===== src/rtl/dmac_pkg.sv =====
// Shared encodings for the DMA controller.
// htrans_e matches the AHB HTRANS field; dmac_burst_state_e is the per-channel
// transfer state. Other DMA blocks reuse both encodings, so keep values stable.
package dmac_pkg;

    typedef enum logic [1:0] {
        HT_IDLE   = 2'b00,
        HT_BUSY   = 2'b01,
        HT_NONSEQ = 2'b10,
        HT_SEQ    = 2'b11
    } htrans_e;

    typedef enum logic [2:0] {
        ST_IDLE    = 3'd0,
        ST_READ    = 3'd1,
        ST_RD_HOLD = 3'd2,
        ST_WRITE   = 3'd3,
        ST_WR_HOLD = 3'd4,
        ST_DONE    = 3'd5
    } dmac_burst_state_e;

endpackage


===== src/rtl/dmac_burst_ctrl_if.sv =====
// Channel-side bundle for dmac_burst_ctrl.
// master : the burst controller (drives the AHB control, FIFO strobes and irqs)
// slave  : the register file / AHB port / FIFO side that feeds it
// Control : start, pause, abort, tsize, bsize
// AHB     : hready, hresp in; htrans, hwrite out
// FIFO    : fifo_full, fifo_empty in; fifo_wr, fifo_rd out
// Status  : src_inc, dst_inc, busy, done_irq, err_irq, remaining
interface dmac_burst_ctrl_if
    import dmac_pkg::*;
#(
    parameter int CNT_W = 16,
    parameter int BSZ_W = 5
);
    logic             start;
    logic             pause;
    logic             abort;
    logic [CNT_W-1:0] tsize;
    logic [BSZ_W-1:0] bsize;
    logic             hready;
    logic             hresp;
    logic             fifo_full;
    logic             fifo_empty;
    htrans_e          htrans;
    logic             hwrite;
    logic             fifo_wr;
    logic             fifo_rd;
    logic             src_inc;
    logic             dst_inc;
    logic             busy;
    logic             done_irq;
    logic             err_irq;
    logic [CNT_W-1:0] remaining;

    modport master (
        input  start, pause, abort, tsize, bsize, hready, hresp, fifo_full, fifo_empty,
        output htrans, hwrite, fifo_wr, fifo_rd, src_inc, dst_inc, busy, done_irq,
               err_irq, remaining
    );

    modport slave (
        output start, pause, abort, tsize, bsize, hready, hresp, fifo_full, fifo_empty,
        input  htrans, hwrite, fifo_wr, fifo_rd, src_inc, dst_inc, busy, done_irq,
               err_irq, remaining
    );

endinterface


===== src/rtl/dmac_xfer_counter.sv =====
// Remaining-beat, in-burst beat and effective-burst-length counters.
// Inputs : load (latch tsize/bsize), beat_done (a beat completed),
//          burst_start (recompute blen for the next read burst),
//          phase (0 = read, 1 = write; only write beats consume remaining)
// Outputs: last_beat (current beat is the last of the burst),
//          zero (the current write beat is the final beat of the transfer),
//          remaining, beat_cnt
module dmac_xfer_counter
    import dmac_pkg::*;
#(
    parameter int CNT_W     = 16,
    parameter int BURST_MAX = 16,
    parameter int BSZ_W     = $clog2(BURST_MAX + 1)
) (
    input  logic             clk,
    input  logic             rst,
    input  logic             load,
    input  logic             beat_done,
    input  logic             burst_start,
    input  logic             phase,
    input  logic [CNT_W-1:0] tsize,
    input  logic [BSZ_W-1:0] bsize,
    output logic             last_beat,
    output logic             zero,
    output logic [CNT_W-1:0] remaining,
    output logic [BSZ_W-1:0] beat_cnt
);

    localparam int W = (CNT_W > BSZ_W) ? CNT_W : BSZ_W;

    logic [CNT_W-1:0] rem_q, rem_d;
    logic [BSZ_W-1:0] beat_q, beat_d;
    logic [BSZ_W-1:0] blen_q, blen_d;
    logic [BSZ_W-1:0] bsize_q;

    // blen = min(max(bsize,1), BURST_MAX, remaining), computed at a common width
    function automatic logic [BSZ_W-1:0] clip_blen(input logic [BSZ_W-1:0] bsz,
                                                   input logic [CNT_W-1:0] rem);
        logic [W-1:0] b;
        b = W'(bsz);
        if (b == '0)
            b = W'(1);
        if (b > W'(BURST_MAX))
            b = W'(BURST_MAX);
        if (W'(rem) < b)
            b = W'(rem);
        return b[BSZ_W-1:0];
    endfunction

    always_comb begin
        rem_d  = rem_q;
        beat_d = beat_q;
        blen_d = blen_q;
        if (load) begin
            rem_d  = tsize;
            beat_d = '0;
            blen_d = clip_blen(bsize, tsize);
        end else begin
            if (beat_done) begin
                beat_d = last_beat ? '0 : beat_q + BSZ_W'(1);
                if (phase && rem_q != '0)
                    rem_d = rem_q - CNT_W'(1);
            end
            // uses the post-decrement count so the final burst is shortened
            if (burst_start)
                blen_d = clip_blen(bsize_q, rem_d);
        end
    end

    always_ff @(posedge clk or posedge rst) begin
        if (rst) begin
            rem_q   <= '0;
            beat_q  <= '0;
            blen_q  <= '0;
            bsize_q <= '0;
        end else begin
            rem_q  <= rem_d;
            beat_q <= beat_d;
            blen_q <= blen_d;
            if (load)
                bsize_q <= bsize;
        end
    end

    assign last_beat = (beat_q == blen_q - BSZ_W'(1));
    assign zero      = (rem_q == CNT_W'(1));
    assign remaining = rem_q;
    assign beat_cnt  = beat_q;

endmodule


===== src/rtl/dmac_burst_ctrl.sv =====
// Per-channel DMA transfer controller: alternates read bursts (into the channel
// FIFO) and write bursts (out of it) until the programmed beat count is moved.
// Supports beat-granular pause/resume, abort, and error termination on HRESP.
// Ports: clk, rst (async, active-high), bus (dmac_burst_ctrl_if.master).
module dmac_burst_ctrl
    import dmac_pkg::*;
#(
    parameter int CNT_W     = 16,
    parameter int BURST_MAX = 16,
    parameter int BSZ_W     = $clog2(BURST_MAX + 1)
) (
    input  logic                clk,
    input  logic                rst,
    dmac_burst_ctrl_if.master   bus
);

    dmac_burst_state_e state_q, state_d;
    logic              nseq_q, nseq_d;   // next issued beat must be NONSEQ (after resume)

    logic             load, beat_done, burst_start, phase;
    logic             last_beat, zero;
    logic [CNT_W-1:0] remaining;
    logic [BSZ_W-1:0] beat_cnt;
    logic             first, stall;

    htrans_e htrans;
    logic    hwrite, fifo_wr, fifo_rd, src_inc, dst_inc, done_irq, err_irq;

    dmac_xfer_counter #(
        .CNT_W     (CNT_W),
        .BURST_MAX (BURST_MAX),
        .BSZ_W     (BSZ_W)
    ) u_cnt (
        .clk         (clk),
        .rst         (rst),
        .load        (load),
        .beat_done   (beat_done),
        .burst_start (burst_start),
        .phase       (phase),
        .tsize       (bus.tsize),
        .bsize       (bus.bsize),
        .last_beat   (last_beat),
        .zero        (zero),
        .remaining   (remaining),
        .beat_cnt    (beat_cnt)
    );

    assign phase = (state_q == ST_WRITE);
    assign first = (beat_cnt == '0) || nseq_q;
    assign stall = (state_q == ST_WRITE) ? bus.fifo_empty : bus.fifo_full;

    always_ff @(posedge clk or posedge rst) begin
        if (rst) begin
            state_q <= ST_IDLE;
            nseq_q  <= 1'b0;
        end else begin
            state_q <= state_d;
            nseq_q  <= nseq_d;
        end
    end

    always_comb begin
        state_d     = state_q;
        nseq_d      = nseq_q;
        htrans      = HT_IDLE;
        hwrite      = 1'b0;
        fifo_wr     = 1'b0;
        fifo_rd     = 1'b0;
        src_inc     = 1'b0;
        dst_inc     = 1'b0;
        done_irq    = 1'b0;
        err_irq     = 1'b0;
        load        = 1'b0;
        beat_done   = 1'b0;
        burst_start = 1'b0;

        case (state_q)
            ST_IDLE: begin
                if (bus.start) begin
                    load    = 1'b1;
                    nseq_d  = 1'b0;
                    state_d = (bus.tsize == '0) ? ST_DONE : ST_READ;
                end
            end

            ST_READ, ST_WRITE: begin
                if (bus.abort) begin
                    // abort wins over error, completion and pause alike
                    state_d = ST_IDLE;
                    nseq_d  = 1'b0;
                end else begin
                    hwrite = (state_q == ST_WRITE);
                    // while stalled, BUSY is only legal inside a running burst
                    if (stall)
                        htrans = first ? HT_IDLE : HT_BUSY;
                    else
                        htrans = first ? HT_NONSEQ : HT_SEQ;

                    if (!stall && bus.hready && bus.hresp) begin
                        err_irq = 1'b1;
                        state_d = ST_IDLE;
                        nseq_d  = 1'b0;
                    end else if (!stall && bus.hready) begin
                        beat_done = 1'b1;
                        nseq_d    = 1'b0;
                        if (state_q == ST_READ) begin
                            fifo_wr = 1'b1;
                            src_inc = 1'b1;
                        end else begin
                            fifo_rd = 1'b1;
                            dst_inc = 1'b1;
                        end
                        if (last_beat) begin
                            // a pause at a burst boundary parks in the next phase's hold
                            if (state_q == ST_READ) begin
                                state_d = bus.pause ? ST_WR_HOLD : ST_WRITE;
                            end else if (zero) begin
                                state_d = ST_DONE;
                            end else begin
                                burst_start = 1'b1;
                                state_d     = bus.pause ? ST_RD_HOLD : ST_READ;
                            end
                        end else if (bus.pause) begin
                            state_d = (state_q == ST_READ) ? ST_RD_HOLD : ST_WR_HOLD;
                        end
                    end else if (stall && bus.pause) begin
                        state_d = (state_q == ST_READ) ? ST_RD_HOLD : ST_WR_HOLD;
                    end
                end
            end

            ST_RD_HOLD, ST_WR_HOLD: begin
                if (bus.abort) begin
                    state_d = ST_IDLE;
                    nseq_d  = 1'b0;
                end else if (!bus.pause) begin
                    state_d = (state_q == ST_RD_HOLD) ? ST_READ : ST_WRITE;
                    nseq_d  = 1'b1;
                end
            end

            ST_DONE: begin
                done_irq = !bus.abort;
                state_d  = ST_IDLE;
            end

            default: state_d = ST_IDLE;
        endcase
    end

    assign bus.htrans    = htrans;
    assign bus.hwrite    = hwrite;
    assign bus.fifo_wr   = fifo_wr;
    assign bus.fifo_rd   = fifo_rd;
    assign bus.src_inc   = src_inc;
    assign bus.dst_inc   = dst_inc;
    assign bus.busy      = (state_q != ST_IDLE);
    assign bus.done_irq  = done_irq;
    assign bus.err_irq   = err_irq;
    assign bus.remaining = remaining;

endmodule

===== src/flat_wrapper.sv =====
// flat-port wrapper written by rule: the top's interface ports become plain ports
module dmac_burst_ctrl_flat import dmac_pkg::*;
#(
    parameter int CNT_W     = 16,
    parameter int BURST_MAX = 16,
    parameter int BSZ_W     = $clog2(BURST_MAX + 1)
)
  (clk, rst, bus_start, bus_pause, bus_abort, bus_tsize, bus_bsize, bus_hready, bus_hresp, bus_fifo_full, bus_fifo_empty, bus_htrans, bus_hwrite, bus_fifo_wr, bus_fifo_rd, bus_src_inc, bus_dst_inc, bus_busy, bus_done_irq, bus_err_irq, bus_remaining);
  dmac_burst_ctrl_if #(.CNT_W(CNT_W), .BSZ_W(BSZ_W)) bus_i ();
  input  logic clk;
  input  logic rst;
  input wire logic [$bits(bus_i.start)-1:0] bus_start;
  input wire logic [$bits(bus_i.pause)-1:0] bus_pause;
  input wire logic [$bits(bus_i.abort)-1:0] bus_abort;
  input wire logic [$bits(bus_i.tsize)-1:0] bus_tsize;
  input wire logic [$bits(bus_i.bsize)-1:0] bus_bsize;
  input wire logic [$bits(bus_i.hready)-1:0] bus_hready;
  input wire logic [$bits(bus_i.hresp)-1:0] bus_hresp;
  input wire logic [$bits(bus_i.fifo_full)-1:0] bus_fifo_full;
  input wire logic [$bits(bus_i.fifo_empty)-1:0] bus_fifo_empty;
  output wire logic [$bits(bus_i.htrans)-1:0] bus_htrans;
  output wire logic [$bits(bus_i.hwrite)-1:0] bus_hwrite;
  output wire logic [$bits(bus_i.fifo_wr)-1:0] bus_fifo_wr;
  output wire logic [$bits(bus_i.fifo_rd)-1:0] bus_fifo_rd;
  output wire logic [$bits(bus_i.src_inc)-1:0] bus_src_inc;
  output wire logic [$bits(bus_i.dst_inc)-1:0] bus_dst_inc;
  output wire logic [$bits(bus_i.busy)-1:0] bus_busy;
  output wire logic [$bits(bus_i.done_irq)-1:0] bus_done_irq;
  output wire logic [$bits(bus_i.err_irq)-1:0] bus_err_irq;
  output wire logic [$bits(bus_i.remaining)-1:0] bus_remaining;
  assign bus_i.start = bus_start;
  assign bus_i.pause = bus_pause;
  assign bus_i.abort = bus_abort;
  assign bus_i.tsize = bus_tsize;
  assign bus_i.bsize = bus_bsize;
  assign bus_i.hready = bus_hready;
  assign bus_i.hresp = bus_hresp;
  assign bus_i.fifo_full = bus_fifo_full;
  assign bus_i.fifo_empty = bus_fifo_empty;
  assign bus_htrans = bus_i.htrans;
  assign bus_hwrite = bus_i.hwrite;
  assign bus_fifo_wr = bus_i.fifo_wr;
  assign bus_fifo_rd = bus_i.fifo_rd;
  assign bus_src_inc = bus_i.src_inc;
  assign bus_dst_inc = bus_i.dst_inc;
  assign bus_busy = bus_i.busy;
  assign bus_done_irq = bus_i.done_irq;
  assign bus_err_irq = bus_i.err_irq;
  assign bus_remaining = bus_i.remaining;
  dmac_burst_ctrl #(.CNT_W(CNT_W), .BURST_MAX(BURST_MAX), .BSZ_W(BSZ_W)) u_core (.clk(clk), .rst(rst), .bus(bus_i));
endmodule

===== config.mk =====
export PLATFORM = sky130hd
export DESIGN_NAME = dmac_burst_ctrl_flat
export DESIGN_NICKNAME = d
export VERILOG_FILES = /design/src/rtl/dmac_pkg.sv /design/src/rtl/dmac_burst_ctrl_if.sv /design/src/rtl/dmac_xfer_counter.sv /design/src/rtl/dmac_burst_ctrl.sv /design/src/flat_wrapper.sv
export SDC_FILE = /design/constraint.sdc
export NUM_CORES = 1
export LEC_CHECK = 0
export BUFFER_PORTS_ARGS = -buffer_cell sky130_fd_sc_hd__buf_2
export CELL_PAD_IN_SITES_DETAIL_PLACEMENT = 1
export CELL_PAD_IN_SITES_GLOBAL_PLACEMENT = 2
export CORE_MARGIN = 2
export CORE_UTILIZATION = 33
export DETAILED_ROUTE_END_ITERATION = 7
export HOLD_SLACK_MARGIN = 0.03
export PLACE_DENSITY = 0.85
export SLEW_MARGIN = 20
export SYNTH_ARGS = -nofsm -noshare
export SYNTH_HDL_FRONTEND = slang
export SYNTH_SLANG_ARGS = --single-unit

===== constraint.sdc =====
create_clock -name clk -period 4.3 [get_ports clk]
set_clock_uncertainty 0.1 [all_clocks]
set_input_delay 0.215 -clock clk [delete_from_list [all_inputs] [get_ports clk]]
set_output_delay 0.215 -clock clk [all_outputs]
set_load 0.01 [all_outputs]

==> impl_results.md, run 1 <==
* Status: finished, final reports clean
* Top cell type's share of synthesized area at 30.4%
* Total Neg Setup Slack at 0 ns
* Worst-margin pin slew at 0.723 ns
* Total Nets Final at 451
* Worst VDD drop at 266 uV
* # diodes at 0
* Post-CTS setup buffer count at 0
* Internal power component at 1.02 mW
* Total power at 1.98 mW
* DR DRC count at 0
* Area added between synthesis and finish at 17.2%
* Die width at 97.4 microns
* Setup crit end kind: flop
* Synth Net Count at 394
* EDFF count, synth at 0
* Port Buffer Count at 55
* Post-route design area at 3380 sq um
* Synth cell count leaders: 40 x nand2_1, 35 x dfrtp_1, 28 x nor2_1
* CTS sink cnt at 35
* P per Cell Area at 587 nW/um^2
* Yosys warning total at 0
* Cell area after synthesis at 2880 sq um
* Top-count cell post-synth: nand2_1
* Core Box Area at 8590 sq um
* Seq pwr share at 34.2%
* Drt wl/cell at 18.0 microns
* Yosys reg bits at 35
* RSZ-0062 raised after global routing: false
* Crit path DAT at 3.97 ns
* Pleak at 1.47 nW
* Largest cells by area after synthesis: dfrtp_1 30%, ha_1 6.1%, nand2_1 5.2%, nor2_1 3.6%, o21ai_0 3.6%
* Avg Cell Area, Syn at 8.23 sq um
* Critical path buffers and inverters at 1
* Gpl congestion at 0.855
* TritonRoute pass-1 iters at 4
* Combinational share of power at 53.2%
* TritonCTS clock tree: yes
* Synth Instances at 350
* Final period utilization at 90.4%
* Die H at 97.4 microns
* Via density at 5.59
* Cell taking the most area after synthesis: dfrtp_1
* CP cell instances: nor3b_1, nand2_1, inv_1, nand3_1, or3_1, xnor2_1, ha_1, nor3_1, nand2_1, a21oi_1, o2111ai_1, nor4_4, nor3_1, a211o_1
* Sw Ratio at 48.4%
* Critical Path Source Type: flop
* P_sw at 0.959 mW
* Hold Vio Cnt, Final at 0
* Largest net degree at the start of global routing at 36
* Die area at 9490 sq um
* Root buffer cell: clkbuf_8
* Yosys cell types at 62
* Max clock buf depth at 2
* Post-Place Worst Slack at 0.443 ns
* Vias in the first global route at 3045
* CP required at 4.39 ns
* Reg clk slew, reported paths at 0.08 ns
* H-tree levels at 2
* Starting DRT DRC Count at 116
* HP Class: in -> reg
* Routed Antenna Nets at 0
* Final worst-path setup slack at 0.412 ns
* # rows at 34
* Worst Path Max Fanout at 9
* Sequential area share after synthesis at 30.4%
* Max stage delay cell, worst path: dfrtp_1
* Initial Util at 33.5%
* Async set or reset register ratio after synthesis at 100%
* Top achievable clock speed at 0.257 GHz
* Clk_lat worst skew at 0.30 ns
* Placed Area at 3280 sq um
* Slew headroom at 51.8%
* Top FF cell, synth: dfrtp_1
* Max incr delay on CP at 0.49 ns
* Vias at 2887
* Util after Layout at 39.3%
* Hpwl dp at 7240 microns
* Detailed Route WL at 9270 microns
* CTS buffer count at 5
* Final count of pins violating max slew at 0
* I/O pins at 56
* Setup violators final at 0
* First-pass GRT wire length at 15600 microns
* Clock power frac at 12.6%
* CP top delay family: simple AND/OR/NAND/NOR gates
* Initial antenna violation count at 0
* Congestion Overflow GR at 0
* Final critical-path required period at 3.89 ns
* Total GRT Usage at 20.0%
* Critical Setup Path Class: reg -> reg
* Layout cells sized above 1 at 21.3%
* Number of max-cap violations at 0
==> path summary, 6_finish.rpt <==
check / startpoint / end / slack [ns] / depth (start not counted)
min: bus_tsize[10] / u_core.u_cnt.remaining[10] / 0.04 / 3
min in group asynchronous: rst / u_core.state_q[2] / 0.47 / 4
max reg2reg: u_core.state_q[0] / u_core.u_cnt.blen_q[0] / 0.41 / 14
max in group asynchronous: rst / u_core.u_cnt.remaining[8] / 3.30 / 4
max: u_core.state_q[0] / u_core.u_cnt.blen_q[0] / 0.41 / 14
min reg2reg: u_core.u_cnt.bsize_q[0] / u_core.u_cnt.bsize_q[0] / 0.40 / 2
==> layout make-up <==
cell class | count | area [sq um]
Sequential cell | 35 | 876
Tap cell | 108 | 135
Clock buffer | 5 | 68.8
Timing Repair Buffer | 62 | 330
Clock inverter | 3 | 15.0
Multi-Input combinational cell | 281 | 1870
Inverter | 22 | 82.6
Fill cell | 1090 | 5220
==> layer usage <==
metal / part of all wire (%) / GRT usage [%] / vias up
met2: 47 / 32.5 / 82
met3: 4.2 / 3.31 / 12
met4: 1.1 / 4.81 / 0
li1: - / - / 1384
met1: 48 / 27.8 / 1409
met5: 0 / 0 / -
==> through the flow <==
stage	hold slack, ns	cells
2_1_floorplan	0.220	350
6_report	0.0351	516
3_5_place_dp	0.255	507
5_1_grt	0.0426	516
3_3_place_gp	0.261	507
4_1_cts	0.0356	516
==> timing repair <==
| action | in CTS | in global routing |
|---|---|---|
| hold buffers | 1 | 0 |
| resized for setup | 0 | 0 |
| hold endpoints to repair | 35 | 0 |
==> logic make-up (layout without fill, tap and decap cells) <==
logic type,Yosys count,count (layout),share of synthesized area (%)
compound gates,68,68,15.6
xor+xnor,20,20,6.08
fa+ha+maj,14,14,6.08
buf+inv,34,92,4.73
flops,35,35,30.4
mux,14,14,5.17
simple gates,165,165,31.9
==> state kept, by name, summed over array words and instances (netlist names) <==
| register | flops |
|---|---|
| u_core.u_cnt.remaining | 16 |
| u_core.state_q | 3 |
| u_core.u_cnt.blen_q | 5 |
| u_core.nseq_q | 1 |
| u_core.u_cnt.beat_cnt | 5 |
| u_core.u_cnt.bsize_q | 5 |
==> power by group through the flow <==
stage / sequential [mW] / combinational (mW) / clock [mW]
after floorplan: 0.647 / 0.715 / 0
after global placement: 0.672 / 1.03 / 0
after detailed placement: 0.682 / 1.05 / 0
after CTS: 0.676 / 1.06 / 0.253
after global routing: 0.708 / 1.18 / 0.267
final: 0.678 / 1.05 / 0.249
==> cells in the final DEF, fill, tap and decap left out, types with 6 or more instances in the layout <==
cell type  netlist  layout
inv_1           22      22
dfrtp_1         35      35
nor3_1          19      19
nand2_1         40      40
mux2i_1          7       7
xor2_1          10      10
buf_4            2       6
ha_1            14      14
nand2b_1         6       6
xnor2_1         10      10
a21oi_1         12      12
nand3_1         12      12
mux2_2           7       7
a31oi_1          6       6
o21ai_0         21      21
buf_2            1      55
nor2_1          28      28
nor4_1           7       7
==> worst register-to-register path, cell delays in order, from the launching register on <==
cell       delay (ns)
dfrtp_1          0.49
nor3b_1          0.41
nand2_1          0.14
inv_1            0.18
nand3_1          0.28
or3_1            0.41
xnor2_1          0.18
ha_1             0.22
nor3_1           0.15
nand2_1          0.09
a21oi_1          0.13
o2111ai_1        0.19
nor4_4           0.43
nor3_1           0.10
a211o_1          0.29
No activity file was read; power rests on OpenSTA's default activity.
==> inputs of run 2 (changes only) <==
Settings changed: REMOVE_ABC_BUFFERS set to 1.
==> run 2 against run 1 <==
Net effect:
- total power rose by 3.9%
- setup slack improved by 0.011 ns
- critical path type unchanged
- critical endpoint unchanged
- via count fell by 1.4%
- final cell count did not move
==> impl_results.md, run 2 (synthesized netlist as in run 1, its figures left out) <==
* Post-CTS setup buffer count at 0 (unchanged)
* Die area at 9490 sq um (unchanged)
* Root buffer cell: clkbuf_8
* HP Class: in -> reg
* Hold Path Sink: u_core.u_cnt.bsize_q[2]
* CP required at 4.39 ns (about the same)
* Top achievable clock speed at 0.258 GHz (+0.28%)
* Max stage delay cell, worst path: dfrtp_1
* RSZ-0062 raised after global routing: false
* Status: finished, final reports clean
* Drt wl/cell at 17.7 microns (-1.3%)
* Detailed Route WL at 9150 microns (-1.3%)
* Largest register FFs at 16 (unchanged)
* Slew headroom at 48.2% (-3.6 points)
* Worst flop-to-flop path endpoint: u_core.u_cnt.blen_q[0]
* Die H at 97.4 microns (unchanged)
* TritonRoute pass-1 iters at 4 (unchanged)
* H-tree levels at 2 (unchanged)
* Final period utilization at 90.2% (-0.25 points)
* Quantity of gates resized following cts at 0 (unchanged)
* I/O pins at 56 (unchanged)
* DR DRC count at 0 (unchanged)
* Hpwl dp at 7100 microns (-1.9%)
* Routed Antenna Nets at 0 (unchanged)
* # diodes at 0 (unchanged)
* Critical Path Source Type: flop
* Final count of pins violating max slew at 0 (unchanged)
* Total Nets Final at 451 (unchanged)
* First-pass GRT wire length at 15200 microns (-2.5%)
* Reg-to-reg slack, setup at 0.42 ns (about the same)
* Worst-margin pin slew at 0.777 ns (+0.0540 ns)
* CTS buffer count at 5 (unchanged)
* Core Box Area at 8590 sq um (unchanged)
* # rows at 34 (unchanged)
* Reg clk slew, reported paths at 0.08 ns (about the same)
* FF-to-FF Start: u_core.state_q[0]
* Post-placement cell count at 507 (unchanged)
* Filler cells at 1076 (-1.3%)
* Setup crit end kind: flop
* Die width at 97.4 microns (unchanged)
* Port Buffer Count at 55 (unchanged)
* Initial antenna violation count at 0 (unchanged)
* Depth of the worst hold-timing path at 3 (unchanged)
* Crit path DAT at 3.97 ns (about the same)
* Hold Vio Cnt, Final at 0 (unchanged)
* Worst VDD drop at 316 uV (+19%)
* Pleak at 1.48 nW (+0.91%)
* Worst Path Max Fanout at 9 (unchanged)
* Clk_lat worst skew at 0.30 ns (about the same)
* Area added between synthesis and finish at 18.4%
* Critical Setup Path Class: reg -> reg
* TritonCTS clock tree: yes
* CP cell instances: nor3b_1, nand2_1, inv_1, nand3_1, or3_1, xnor2_1, ha_1, a21oi_1, o2111ai_1, nor4_4, nor3_1, a211o_1
* Util after Layout at 39.7% (+0.39 points)
* Worst R2R Path Depth at 12 (-2)
* Total GRT Usage at 19.6% (-0.43 points)
* Commonest non-fill, non-tap cell in the layout: buf_2
* Vias in the first global route at 2902 (-4.7%)
* Total Neg Setup Slack at 0 ns (unchanged)
* Initial Util at 33.5% (unchanged)
* Gpl congestion at 0.858 (+0.41%)
* Hold Buf Count CTS at 1 (unchanged)
* Vias at 2847 (-1.4%)
* Via density at 5.52 (-1.4%)
* Max clock buf depth at 2 (unchanged)
* Worst Hold Launch: bus_bsize[2]
* CTS sink cnt at 35 (unchanged)
* Final critical-path required period at 3.88 ns (-0.0108 ns)
* Largest net degree at the start of global routing at 36 (unchanged)
* Number of max-cap violations at 0 (unchanged)
* Max incr delay on CP at 0.48 ns (about the same)
* Layout cells sized above 1 at 21.3% (unchanged)
* Starting DRT DRC Count at 154 (+33%)
* P per Cell Area at 604 nW/um^2 (+2.9%)
* Congestion Overflow GR at 0 (unchanged)
* Setup violators final at 0 (unchanged)
* Most frequent cells in the layout: 55 x buf_2, 40 x nand2_1, 35 x dfrtp_1
* Finished Layout Cells at 516 (unchanged)
==> run 2: cell types whose count changed in the layout (fill, tap and decap cells not counted) <==
cell       change
clkinv_2       -2
bufinv_16      +1
clkbuf_8       +1
==> run 2: critical path, delay by kind of cell (launching register included) <==
| kind | cells | cell delay [ns] |
|---|---|---|
| flops | 1 | 0.48 |
| xor+xnor | 1 | 0.31 |
| simple gates | 6 | 1.72 |
| buf+inv | 1 | 0.20 |
| fa+ha+maj | 1 | 0.32 |
| compound gates | 3 | 0.64 |
==> run 2: worst max path at each step <==
stage	start	end	slack [ns]	cells past startpoint
after global placement	u_core.state_q[0]	u_core.u_cnt.blen_q[0]	0.59	14
after floorplan	u_core.state_q[0]	u_core.u_cnt.blen_q[0]	0.79	14
after detailed placement	u_core.state_q[0]	u_core.u_cnt.blen_q[0]	0.41	14
final	u_core.state_q[0]	u_core.u_cnt.blen_q[0]	0.42	12
after CTS	u_core.state_q[0]	u_core.u_cnt.blen_q[0]	0.40	12
after global routing	u_core.state_q[0]	u_core.u_cnt.blen_q[0]	0.003	14
==> run 2: power by group <==
group | switching (mW) | total, mW | internal, mW
combinational | 0.618 | 1.06 | 0.444
clock | 0.135 | 0.323 | 0.188
sequential | 0.207 | 0.674 | 0.467
total | 0.960 | 2.06 | 1.10
==> run 2: per-layer routing <==
metal	track usage [%]	up-vias	share of wire (%)
met2	32.1	58	46
met4	5.02	0	1.3
li1	-	1390	-
met5	0	-	0
met3	2.01	8	3.9
met1	27.6	1391	49
==> run 2: area by class of cell <==
class / instances / area (sq um) / share of cell area (%)
multi-input cells: 281 / 1870 / 54.8
clock inverters: 2 / 35.0 / 1.03
flip-flops and latches: 35 / 876 / 25.7
well taps: 108 / 135 / 3.96
repair buffers: 62 / 330 / 9.69
inverters: 22 / 82.6 / 2.42
clock buffers: 6 / 82.6 / 2.42
==> run 2: metrics by stage <==
stage                     total power [mW]  hold WS, ns  setup slack (ns)  area, sq um
after CTS                             2.07       0.0335             0.398         3410
after global routing                  2.23       0.0457           0.00349         3410
final                                 2.06       0.0318             0.423         3410
after detailed placement              1.74        0.264             0.408         3280
after floorplan                       1.34        0.220             0.786         2830
after global placement                1.71        0.254             0.594         3280
==> inputs of run 3 (changes only) <==
Settings changed: CELL_PAD_IN_SITES_GLOBAL_PLACEMENT 2 to 1, CORE_UTILIZATION 33 to 41, PLACE_DENSITY 0.85 to 0.84.
==> run 3 against run 2 <==
Net effect:
- non-clock buffer count unchanged
- flip-flop and latch count unchanged
- setup slack got worse by 0.064 ns
- count of clock-buffer cells in the layout increased by 1
- global-route usage increased by 5.2 points
- combinational power about the same
- clock power decreased by 25%
- largest power group unchanged
==> impl_results.md, run 3 (synthesized netlist as in run 1, its figures left out) <==
* DR DRC count at 0 (unchanged)
* Critical path buffers and inverters at 1 (unchanged)
* Total power at 1.98 mW (-3.7%)
* Initial antenna violation count at 0 (unchanged)
* Most frequent cells in the layout: 55 x buf_2, 40 x nand2_1, 35 x dfrtp_1
* CTS sink cnt at 35 (unchanged)
* Worst-margin pin slew at 0.659 ns (-0.118 ns)
* Max incr delay on CP at 0.48 ns (about the same)
* Root buffer cell: clkbuf_8
* Core Box Area at 6790 sq um (-21%)
* Critical Setup Path Class: reg -> reg
* Quantity of gates resized following cts at 0 (unchanged)
* Max clock buf depth at 2 (unchanged)
* Worst Setup SP: u_core.state_q[0]
* Hold Vio Cnt, Final at 0 (unchanged)
* TritonRoute pass-1 iters at 4 (unchanged)
* Worst Hold Launch: bus_tsize[12]
* Setup crit end kind: flop
* Reg-to-reg slack, setup at 0.36 ns (-0.06 ns)
* Die H at 87.8 microns (-9.9%)
* Final critical-path required period at 3.94 ns (+0.0637 ns)
* Setup violators final at 0 (unchanged)
* Detailed Route WL at 9000 microns (-1.7%)
* Post-placement cell count at 495 (-2.4%)
* Vias at 2919 (+2.5%)
* Die width at 87.8 microns (-9.9%)
* Largest register FFs at 16 (unchanged)
* Internal power component at 1.03 mW (-6.7%)
* Congestion Overflow GR at 0 (unchanged)
* Total GRT Usage at 24.7% (+5.2 points)
* Layout cells sized above 1 at 20.8% (-0.49 points)
* CP required at 4.39 ns (about the same)
* Clk_lat worst skew at 0.30 ns (about the same)
* CP top delay family: simple AND/OR/NAND/NOR gates
* Area added between synthesis and finish at 16.6%
* Seq pwr share at 33.9% (+1.2 points)
* Number of max-cap violations at 0 (unchanged)
* TritonCTS clock tree: yes
* Hpwl dp at 6970 microns (-1.9%)
* P per Cell Area at 591 nW/um^2 (-2.2%)
* # diodes at 0 (unchanged)
* Critical Path Source Type: flop
* Worst VDD drop at 245 uV (-22%)
* Post-Place Worst Slack at 0.512 ns (+0.104 ns)
* Total Neg Setup Slack at 0 ns (unchanged)
* Largest net degree at the start of global routing at 36 (unchanged)
* Starting DRT DRC Count at 121 (-21%)
* H-tree levels at 2 (unchanged)
* Sw Ratio at 48.3% (+1.7 points)
* Util after Layout at 49.4% (+9.8 points)
* Worst flop-to-flop path endpoint: u_core.u_cnt.blen_q[0]
* Max stage delay cell, worst path: dfrtp_1
* Total Nets Final at 451 (unchanged)
* Crit path depth at 14 (+2)
* Top achievable clock speed at 0.254 GHz (-1.6%)
* CP cell instances: nor3b_1, nand2_1, inv_1, nand3_1, or3_1, xnor2_1, ha_1, nor3_1, nand2_1, a21oi_1, o2111ai_1, nor4_4, nor3_1, a211o_1
* Routed Antenna Nets at 0 (unchanged)
* Commonest non-fill, non-tap cell in the layout: buf_2
* Pleak at 1.46 nW (-1.3%)
* Reg clk slew, reported paths at 0.08 ns (about the same)
* CTS buffer count at 5 (unchanged)
* Finished Layout Cells at 504 (-2.3%)
* Combinational share of power at 54.0% (+2.4 points)
* HP Class: in -> reg
* Initial Util at 42.4% (+8.9 points)
* Worst R2R Path Depth at 14 (+2)
* FF-to-FF Start: u_core.state_q[0]
* Gpl congestion at 0.879 (+2.4%)
* Drt wl/cell at 17.9 microns (+0.66%)
* Worst Path Max Fanout at 9 (unchanged)
* P_sw at 0.958 mW (-0.18%)
* # rows at 30 (-12%)
* Worst setup path endpoint: u_core.u_cnt.blen_q[0]
* Clock power frac at 12.2% (-3.5 points)
* Post-CTS setup buffer count at 0 (unchanged)
* Crit path DAT at 4.03 ns (+0.06 ns)
* Final count of pins violating max slew at 0 (unchanged)
* RSZ-0062 raised after global routing: false
* First-pass GRT wire length at 15100 microns (-1.0%)
* Slew headroom at 56.1% (+7.9 points)
* Final period utilization at 91.7% (+1.5 points)
* Die area at 7710 sq um (-19%)
* Status: finished, final reports clean
* Via density at 5.79 (+5.0%)
* I/O pins at 56 (unchanged)
* Port Buffer Count at 55 (unchanged)
* Vias in the first global route at 3057 (+5.3%)
* Final worst-path setup slack at 0.359 ns (-0.0637 ns)
-- run 3: through the flow --
stage / hold WS [ns] / instance area, sq um
floorplan: 0.220 / 2830
global placement: 0.250 / 3270
detailed placement: 0.261 / 3270
CTS: 0.0375 / 3360
global route: 0.0552 / 3360
finish: 0.0434 / 3360
-- run 3: worst min-delay path by stage --
stage                                       to  slack [ns]  cells past startpoint
floorplan              u_core.u_cnt.bsize_q[0]        0.22                      2
global placement                 u_core.nseq_q        0.25                      3
detailed placement               u_core.nseq_q        0.26                      3
CTS                 u_core.u_cnt.remaining[12]        0.04                      3
global route           u_core.u_cnt.bsize_q[0]        0.06                      3
finish              u_core.u_cnt.remaining[12]        0.04                      3
-- run 3: power groups by stage --
stage	clock network, mW	logic (mW)	registers, mW
floorplan	0	0.687	0.657
detailed placement	0	1.06	0.669
global route	0.259	1.19	0.691
global placement	0	1.02	0.657
CTS	0.247	1.07	0.666
finish	0.241	1.07	0.671
-- run 3: timing repair --
action / in CTS / in global routing
endpoints found under the hold margin: 35 / 0
hold buffers: 1 / 0
setup endpoints to repair: 0 / 0
-- run 3: tightest hold or removal path, cell delays in order --
cell	delay, ns
buf_2	0.09
nand2_1	0.04
o21ai_0	0.06
-- run 3: routing by layer --
metal | wire, microns | GRT usage [%] | part of all wire [%]
met5 | 0 | 0 | 0
met4 | 172 | 7.55 | 1.9
met3 | 270 | 2.92 | 3.0
met2 | 4360 | 43.8 | 48
met1 | 4190 | 31.5 | 47
-- run 3: area by class of cell --
cell class / instances / area, sq um
clock buffers: 7 / 76.3
inverters: 22 / 82.6
clock inverters: 1 / 5.00
well taps: 96 / 120
flip-flops and latches: 35 / 876
fillers: 868 / 3440
repair buffers: 62 / 330
multi-input cells: 281 / 1870
